### src/rtl/bcd_to_bin.sv
// bcd_to_bin: sequential converter from four BCD digits to a binary value.
// Each accepted request folds one digit per clock into an accumulator
// (acc = acc*10 + digit), thousands digit first. A request with any digit
// above 9 is rejected on the accepting edge: it reports err and returns 0.
//
// Handshake: start is sampled only while busy is low (FSM in IDLE). The
// accepting edge captures the digits, so later changes on digit1..digit4
// are ignored. done pulses for exactly one cycle, with bin and err valid in
// that cycle. bin and err then hold until the next request updates them.
// busy is high from the accepting edge until done drops. All outputs are
// registered.
module bcd_to_bin #(
  parameter int DIGITS = 4,
  parameter int OUT_W  = 14
) (
  input  logic             clk,
  input  logic             rst,
  input  logic             start,
  input  logic [3:0]       digit1,
  input  logic [3:0]       digit2,
  input  logic [3:0]       digit3,
  input  logic [3:0]       digit4,
  output logic [OUT_W-1:0] bin,
  output logic             busy,
  output logic             done,
  output logic             err,
  output logic [1:0]       state_o
);

  localparam int STEP_W = (DIGITS > 1) ? $clog2(DIGITS) : 1;

  typedef enum logic [1:0] {
    IDLE = 2'd0,
    CONV = 2'd1,
    DONE = 2'd2
  } state_t;

  state_t                  state_q, state_d;
  logic [DIGITS-1:0][3:0]  dig_q, dig_d;     // index 0 holds digit1
  logic [OUT_W-1:0]        acc_q, acc_d;
  logic [STEP_W-1:0]       step_q, step_d;
  logic [OUT_W-1:0]        bin_q, bin_d;
  logic                    err_q, err_d;
  logic                    busy_q, busy_d;
  logic                    done_q, done_d;

  logic                    bad_digit;
  logic                    last_step;
  logic [OUT_W-1:0]        acc_next;

  // A digit above 9 anywhere in the request makes it invalid.
  assign bad_digit = (digit1 > 4'd9) || (digit2 > 4'd9) ||
                     (digit3 > 4'd9) || (digit4 > 4'd9);

  assign last_step = (step_q == STEP_W'(DIGITS - 1));

  // acc*10 built from two shifts; width stays OUT_W, which holds 9999.
  assign acc_next = (acc_q << 3) + (acc_q << 1) +
                    {{(OUT_W-4){1'b0}}, dig_q[step_q]};

  // Next-state, datapath and registered-output decode.
  always_comb begin
    state_d = state_q;
    dig_d   = dig_q;
    acc_d   = acc_q;
    step_d  = step_q;
    bin_d   = bin_q;
    err_d   = err_q;
    case (state_q)
      IDLE: begin
        if (start) begin
          dig_d  = {digit4, digit3, digit2, digit1};
          acc_d  = '0;
          step_d = '0;
          err_d  = 1'b0;
          if (bad_digit) begin
            err_d   = 1'b1;
            bin_d   = '0;
            state_d = DONE;
          end else begin
            state_d = CONV;
          end
        end
      end
      CONV: begin
        acc_d  = acc_next;
        step_d = step_q + STEP_W'(1);
        if (last_step) begin
          bin_d   = acc_next;
          state_d = DONE;
        end
      end
      DONE: begin
        state_d = IDLE;
      end
      default: begin
        state_d = IDLE;
      end
    endcase
    busy_d = (state_d != IDLE);
    done_d = (state_d == DONE);
  end

  // State and datapath registers; reset abandons any conversion.
  always_ff @(posedge clk) begin
    if (rst) begin
      state_q <= IDLE;
      dig_q   <= '0;
      acc_q   <= '0;
      step_q  <= '0;
      bin_q   <= '0;
      err_q   <= 1'b0;
      busy_q  <= 1'b0;
      done_q  <= 1'b0;
    end else begin
      state_q <= state_d;
      dig_q   <= dig_d;
      acc_q   <= acc_d;
      step_q  <= step_d;
      bin_q   <= bin_d;
      err_q   <= err_d;
      busy_q  <= busy_d;
      done_q  <= done_d;
    end
  end

  assign bin     = bin_q;
  assign busy    = busy_q;
  assign done    = done_q;
  assign err     = err_q;
  assign state_o = state_q;

endmodule
### config.mk
export PLATFORM = sky130hd
export DESIGN_NAME = bcd_to_bin
export DESIGN_NICKNAME = d
export VERILOG_FILES = /design/src/rtl/bcd_to_bin.sv
export SDC_FILE = /design/constraint.sdc
export NUM_CORES = 1
export LEC_CHECK = 0
export BUFFER_PORTS_ARGS = -buffer_cell sky130_fd_sc_hd__buf_2
export CAP_MARGIN = 10
export CORE_UTILIZATION = 54
export CTS_BUF_LIST = sky130_fd_sc_hd__clkbuf_2
export CTS_CLUSTER_DIAMETER = 50
export CTS_CLUSTER_SIZE = 16
export DETAILED_ROUTE_END_ITERATION = 7
export PLACE_DENSITY = 0.76
export SLEW_MARGIN = 25
export SYNTH_ARGS = -nofsm -noshare
export SYNTH_HDL_FRONTEND = slang
export SYNTH_SLANG_ARGS = --single-unit
### constraint.sdc
create_clock -name clk -period 4.4 [get_ports clk]
set_input_delay 0.22 -clock clk [delete_from_list [all_inputs] [get_ports clk]]
set_output_delay 0.22 -clock clk [all_outputs]
set_load 0.01 [all_outputs]
# Word-level counts from Yosys, hierarchy flattened
# Index checks and enable logic that the tools add are counted.
# op_classes
n_addsub	3
mul	0
div	0
order_cmp	5
n_eq_ne	6
n_shift	0
mux	15
n_bitwise	0
n_reduce_logical	9
# ops
operator	count
$mux 14	3
$pmux 14 s2	1
$pmux 13 s2	1
$gt 4x4->1 const B	4
$add 14x14->14	1
$add 14x4->14	1
$mux 13	1
$bmux 4 s2	1
$mux 2	4
$pmux 2 s2	2
$ne 2x2->1 const B	3
$eq 2x2->1 const B	2
$mux 4	1
$reduce_and 2->1	2
$reduce_and 4->1	1
$reduce_bool 2->1	2
$logic_or 1x1->1	3
$lt 2x3->1 const B	1
$add 2x1->2 const B	1
$eq 2x1->1 const B	1
$logic_not 2->1	1
$mux 1	1
# word_totals
register_bits	50
latchBits	0
ram_bits	0
mem_bits_ro	0
input_bits	19
output_inout_bits	19
memories	0

# Depth between registers and ports, before layout
# Gate-level depths: netlist (run 1).
# depth
ltp_word	8
mapped_depth	11
mapped_depth_nobuf	10

# Worst setup path after synthesis (run 1)
# Ideal clock, no wire load.
# synth_path
path_type	register -> register
from	register step_q[0]
to	register bin_q[8], in the netlist bin[8]
setup_time_ns	0.070
arrival_time_ns	3.221
required_ns	4.330
slack_ns	1.108
path_stages_with_launch	11
n_path_buf	1
cell_sequence	dfxtp_1 -> clkbuf_1 -> mux4_2 -> inv_1 -> fa_1 -> fa_1 -> nor2b_4 -> o2111ai_1 -> and4_4 -> or4_1 -> a21oi_1
# synth_between
elab_chain_len	5
word_cells_on_any_way	8
classes_between	add/sub: 1; eq/ne: 2; mux: 4; reduce/logical: 1
# synth_lines
item	line	source
start: declaration	41	logic [STEP_W-1:0] step_q, step_d;
start signal: assignment	119	step_q <= step_d;
$bmux 4 s2	59	{{(OUT_W-4){1'b0}}, dig_q[step_q]};
$mux 4 (not written as such)	59	
$add 14x4->14	58	assign acc_next = (acc_q << 3) + (acc_q << 1) +
$mux 14	88	if (last_step) begin
$pmux 14 s2	69	case (state_q)
end signal: assignment	120	bin_q <= bin_d;
end: declaration	42	logic [OUT_W-1:0] bin_q, bin_d;
# Several ways; a longest one is shown, not always the timed one. The select of a mux whose other input is x is not followed.
# A chain may end at the register's enable or synchronous reset.

# Final worst setup path (run 1)
# Same ends and word-level chain as after synthesis.

==> impl_metrics.yaml, run 1 <==
logic_synthesis:
  post_synth_num_cell_types: 56
  synth_compound_area_frac: 0.187
  syn-num-nets: 370
  ys_top_cells_by_area: "dfxtp_1 36%, ha_1 10%, nand2_1 6.8%"
  ys_ff_latch: 50
  synth-simple-area-share: 0.231
  synth_top_family_by_area: "simple AND/OR/NAND/NOR gates"
  synthMuxAreaShare: 0.0401
  yosysSeqAreaShare: 0.365
  synth_fa_ha_area_frac: 0.120
  syn-cell-area_mm2: 0.00274
  async_flop_share: 0
  yosys_warnings: 0
  ys.flop_type: "dfxtp_1"
  synthTopCellsByCount: "50 x dfxtp_1, 50 x nand2_1, 36 x a21oi_1"
  yosys.area.top_type_share: 0.365
  avgSynthCellArea_um2: 8.41
  synth_xor_area_frac: 0.0128
  postSynthCellCount: 326
  yosys.area.top_type: "dfxtp_1"
  synth-edff-count: 0
timing:
  slew_headroom: 0.388
  setup_ws_ns: 1.00
  setup_viol: 0
  rsz0062_at_grt: "no"
  fmax_mhz: 294
  whs_ns: 0.0221
  finalCritPeriodShare: 0.772
  hold_viol: 0
  fin_worst_skew_ns: 0.0305
  fin_crit_ns: 3.40
  tightest_slew_ns: 0.918
  setup_tns_ns: 0
  report.final.slew_viol_count: 0
global_route:
  antenna_found_initial: 0
  grt_pass1_wl_mm: 10.8
  first_global_vias: 2459
  grt_max_degree: 52
  track_usage: 0.263
  grt-ovfl-total: 0
floorplanning:
  design.core.area_mm2: 0.00482
  fp.dieW_um: 73.3
  die_h_um: 73.3
  pin_count: 38
  rows: 25
  fp.dieArea_mm2: 0.00537
  initial_core_util: 0.569
worst_setup_path:
  end_kind: "flop"
  required_ns: 4.77
  cp_cell_sequence: "mux4_2, inv_1, fa_1, fa_1, nor2b_4, o2111ai_1, and4_4, or4_1, a21oi_1"
  cp_max_fo: 7
  cpPeakStageDelay_ns: 0.59
  path_delay_family: "adder cells"
  crit_arrival_ns: 3.77
  cp-start-kind: "flop"
  cpMaxStageDelayCell: "dfxtp_1"
  cpMostUsedCell: "fa_1"
  path_class: "reg2reg"
  worst-path-buf-inv: 1
clock_tree:
  cts_tree: "built"
  cts_sinks: 50
  postCtsResizedCells: 0
  cts_inserted_buffers: 5
  clock_latency_ns: 0.42
  cts.reportedPaths.clkPinSlew_ns: 0.25
  htree_levels: 2
  root_buffer: "clkbuf_2"
  clock_path_buffers: 2
route:
  postRouteAntennaNets: 0
  first_iter_violations: 192
  first_pass_iters: 4
  wl_per_cell_um: 15.3
  viasPerCell: 5.87
  vias: 2512
  drcViolationCount: 0
  routed_wl_mm: 6.55
placement:
  pre_cts_ws_ns: 1.04
  gp_routability_congestion: 0.889
  dp_hpwl_mm: 4.65
  port_buffers: 37
final_layout:
  fillers: 426
  utilization: 0.639
  regArea_mm2: 0.00100
  syn2layout_area_growth_pct: 12.2
  finalNetCount: 405
  n_antenna_cell: 0
  drive_gt1_frac: 0.166
  multiInputGateArea_mm2: 0.00162
pwr:
  leakage_nw: 1.32
  power.density_mw_per_mm2: 259
  ir_worst_vdd_v: 0.000198
hold_path:
  worstHoldPathType: "in2reg"
status:
  status: "complete, no violations"
run:
  drv_cap: 0
-- worst min-delay path: cells and delay by family --
family                 cells  cell delay [ns]
buffers and inverters      1             0.10
AO/OA/AOI/OAI              1             0.05
AND/OR/NAND/NOR            1             0.05
-- registers in the layout (all words and copies together), names as in the netlist --
signal	flops
step_q	2
dig_q	16
state_o	2
busy	1
acc_q	13
err	1
bin	14
done	1
-- where the power goes --
group | internal [W] | total [W] | switching [W] | leakage (nW)
clock network | 0.0000913 | 0.000233 | 0.000141 | 0.0365
registers | 0.000468 | 0.000476 | 0.00000849 | 0.406
logic | 0.0000328 | 0.0000892 | 0.0000565 | 0.875
-- layout by cell type (no fill, tap or decap), types with 3 or more instances in the layout --
cell / n
nand2_1: 50
dfxtp_1: 50
buf_2: 37
a21oi_1: 36
nor2_1: 27
ha_1: 23
nand3_1: 15
inv_1: 13
o21ai_0: 7
nand4_1: 7
nor3_1: 6
dlygate4sd3_1: 6
clkbuf_2: 5
mux4_2: 4
o21a_1: 4
o311ai_0: 4
a22oi_1: 4
or4_1: 4
nand2b_1: 3
o2111ai_1: 3
o31ai_1: 3
-- metal layers --
layer	vias up	global-route usage	share of wire
li1	1241	-	-
met5	-	0	0
met3	13	0.0494	0.058
met1	1176	0.309	0.42
met4	0	0.139	0.022
met2	82	0.455	0.50
-- layout make-up --
cell class / count / area share
Clock buffer: 5 / 0.00813
Clock inverter: 2 / 0.0110
Inverter: 14 / 0.0171
Multi-Input combinational cell: 245 / 0.527
Sequential cell: 50 / 0.325
Tap cell: 67 / 0.0272
Timing Repair Buffer: 45 / 0.0846
-- cell families (layout without fill, tap and decap cells) --
kind of cell	after synthesis	count (layout)
XOR/XNOR	4	4
AND/OR/NAND/NOR	130	130
multiplexers	6	6
AO/OA/AOI/OAI	80	80
flip-flops	50	50
buffers and inverters	31	66
adder cells (fa/ha/maj)	25	25
-- what timing repair did --
item / 4_1_cts / 5_1_grt
hold buffers: 4 / 2
hold endpoints to repair: 4 / 2
setup buffers: 0 / 0
-- metrics by stage --
stage	cells	power, W	area [µm²]
final	428	0.000798	3080
after CTS	426	0.000801	3060
after global placement	415	0.000568	2960
after floorplan	326	0.000539	2740
after detailed placement	415	0.000569	2960
after global routing	428	0.000834	3080
-- worst paths after layout --
kind	from	to	slack (ns)	cells past startpoint
setup / recovery	step_q[0]	bin[8]	1.00	9
hold / removal	digit4[0]	dig_q[12]	0.02	3
setup reg to reg	step_q[0]	bin[8]	1.00	9
hold reg to reg	dig_q[6]	dig_q[6]	0.47	2
Power figures use the tool's default switching activity.
==> run 2: changes to the inputs <==
ABC_AREA = 1   (was default)
PLACE_DENSITY = 0.79   (was 0.76)
clock period = 2.72 ns   (was 4.4 ns; I/O delays follow)
==> run 2 against run 1 <==
Global-route usage is 0.97 points higher. Non-clock buffer count increased by 12. Clock skew is 0.00061 ns lower. Total power is 80% higher. Register-to-register slack worse by 0.89 ns. Critical path depth is 4 higher. Largest cell class unchanged.
==> impl_metrics.yaml, run 2 <==
status:
  status: "complete, no violations"
pwr:
  ir_worst_vdd_v: 0.000399
  power.density_mw_per_mm2: 444
  leakage_nw: 1.59
  total_power_w: 0.00144
route:
  first_pass_iters: 5
  first_iter_violations: 146
  wl_per_cell_um: 13.4
  routed_wl_mm: 6.83
  postRouteAntennaNets: 0
  drcViolationCount: 0
  vias: 2716
  viasPerCell: 5.35
floorplanning:
  pin_count: 38
  fp.dieW_um: 73.4
  initial_core_util: 0.571
  design.core.area_mm2: 0.00482
  die_h_um: 73.4
  rows: 25
  fp.dieArea_mm2: 0.00538
logic_synthesis:
  synthTopCellsByCount: "76 x nand2_1, 71 x nor2_1, 50 x dfxtp_1"
  yosys_warnings: 0
  syn-num-nets: 433
  synth-simple-area-share: 0.278
  async_flop_share: 0
  synth_compound_area_frac: 0.153
  post-synth-top-count-cell: "nand2_1"
  synth_xor_area_frac: 0.00637
  synth_fa_ha_area_frac: 0.119
  postSynthCellCount: 389
  ys.flop_type: "dfxtp_1"
  avgSynthCellArea_um2: 7.07
  ys_top_cells_by_area: "dfxtp_1 36%, ha_1 10%, nand2_1 10%"
  synthMuxAreaShare: 0
  ys_ff_latch: 50
  synth_top_family_by_area: "simple AND/OR/NAND/NOR gates"
  post_synth_num_cell_types: 32
  yosys.area.top_type: "dfxtp_1"
  yosysSeqAreaShare: 0.364
  yosys.area.top_type_share: 0.364
  synth-edff-count: 0
  syn-cell-area_mm2: 0.00275
clock_tree:
  cts_tree: "built"
  root_buffer: "clkbuf_2"
  clock_path_buffers: 2
  cts.reportedPaths.clkPinSlew_ns: 0.27
  htree_levels: 2
  cts_inserted_buffers: 5
  clock_latency_ns: 0.47
  cts_sinks: 50
timing:
  setup_viol: 0
  tightest_slew_ns: 0.708
  fmax_mhz: 384
  finalCritPeriodShare: 0.957
  report.final.slew_viol_count: 0
  rsz0062_at_grt: "yes"
  fin_worst_skew_ns: 0.0299
  slew_headroom: 0.527
  hold_viol: 0
  setup_tns_ns: 0
  fin_crit_ns: 2.60
worst_setup_path:
  end_kind: "flop"
  cp-start-kind: "flop"
  required_ns: 3.08
  worst-path-buf-inv: 2
  path_delay_family: "adder cells"
  cp_cell_sequence: "clkinvlp_4, nand2_1, a32o_1, fa_1, fa_1, inv_2, nand3_1, nand3_2, nand2_1, a21oi_2, nor2_2, a21oi_1, nor2_1"
  cp_max_fo: 6
  reg2regPathDepth: 13
  crit_arrival_ns: 2.96
  path_class: "reg2reg"
  cpPeakStageDelay_ns: 0.49
  crit_cells: 13
  cpMaxStageDelayCell: "fa_1"
placement:
  port_buffers: 37
  gp_routability_congestion: 0.906
  dp_hpwl_mm: 4.64
final_layout:
  n_antenna_cell: 0
  regMostFlops: "dig_q"
  largest_reg_flops: 16
  finalNetCount: 484
  syn2layout_area_growth_pct: 17.9
  layout_commonest_cell: "nand2_1"
  drive_gt1_frac: 0.161
  fillers: 418
  layout_common_cells: "76 x nand2_1, 69 x nor2_1, 48 x dfxtp_1"
hold_path:
  worstHoldPathType: "in2reg"
  holdPathStages: 2
global_route:
  grt_max_degree: 31
  grt-ovfl-total: 0
  grt_use_met3: 0.0604
  grt_pass1_wl_mm: 11.1
  track_usage: 0.273
  grt_use_met2: 0.391
  first_global_vias: 2334
  antenna_found_initial: 0
  gr-usage-met1: 0.397
  grt_busiest_layer: "met1"
run:
  drv_cap: 0
run 2: cell count changes after synthesis, sizes merged, moves of 7 or more:
cell and delta:
nor3 -7, inv +25, nand2 +29, o21ai +31
clkbuf -7, nor2 +46
run 2: power breakdown:
group | total, W | internal (W) | switching [W]
clock | 0.000410 | 0.000157 | 0.000252
sequential | 0.000806 | 0.000779 | 0.0000274
combinational | 0.000224 | 0.0000906 | 0.000134
total | 0.00144 | 0.00103 | 0.000414
run 2: worst reg2reg max path, stage by stage (launching register included):
cell        delay [ns]
dfxtp_4           0.43
clkinvlp_4        0.10
nand2_1           0.06
a32o_1            0.22
fa_1              0.49
fa_1              0.45
inv_2             0.09
nand3_1           0.10
nand3_2           0.11
nand2_1           0.09
a21oi_2           0.14
nor2_2            0.06
a21oi_1           0.11
nor2_1            0.05
run 2: area by class of cell:
cell class | count | area, µm² | share of cell area
multi-input cells | 287 | 1550 | 0.479
repair buffers | 57 | 375 | 0.116
clock buffers | 5 | 25.0 | 0.00772
clock inverters | 3 | 43.8 | 0.0135
well taps | 67 | 83.8 | 0.0259
inverters | 39 | 153 | 0.0471
flip-flops and latches | 50 | 1010 | 0.311
run 2: kinds of logic (layout without fill, tap and decap cells):
logic type	after synthesis	after routing
and+or+nand+nor	179	179
AOI/OAI and AO/OA	81	81
buffers and inverters	52	104
DFF	50	50
adders and majority gates	25	25
xor gates and xnor gates	2	2
run 2: worst paths after layout:
check / startpoint / to / slack (ns)
worst min register to register: err / err / 0.49
worst max register to register: step_q[0] / acc_q[8] / 0.12
worst min-delay path: rst / state_o[1] / 0.06
worst max-delay path: step_q[0] / acc_q[8] / 0.12
run 2: what timing repair did:
action | CTS | global route
hold endpoints to repair | 16 | 0
hold buffers | 16 | 0
endpoints found under the setup margin | 0 | 17
setup buffers | 0 | 1
gates resized for setup | 0 | 16
run 2: layer usage:
layer | share of wire | vias up
met2 | 0.43 | 101
met3 | 0.064 | 9
met4 | 0.015 | 0
met1 | 0.49 | 1237
li1 | - | 1369
met5 | 0 | -
run 2: per-stage QoR:
stage	setup WS (ns)	hold WS, ns	util	std cells	cell area [µm²]
finish	0.116	0.0552	0.673	508	3240
global route	-0.0182	0.0382	0.673	508	3240
CTS	0.0662	0.0486	0.665	507	3200
detailed placement	0.110	0.398	0.617	483	2970
global placement	0.190	0.385	0.617	483	2970
floorplan	0.160	0.302	-	389	2750
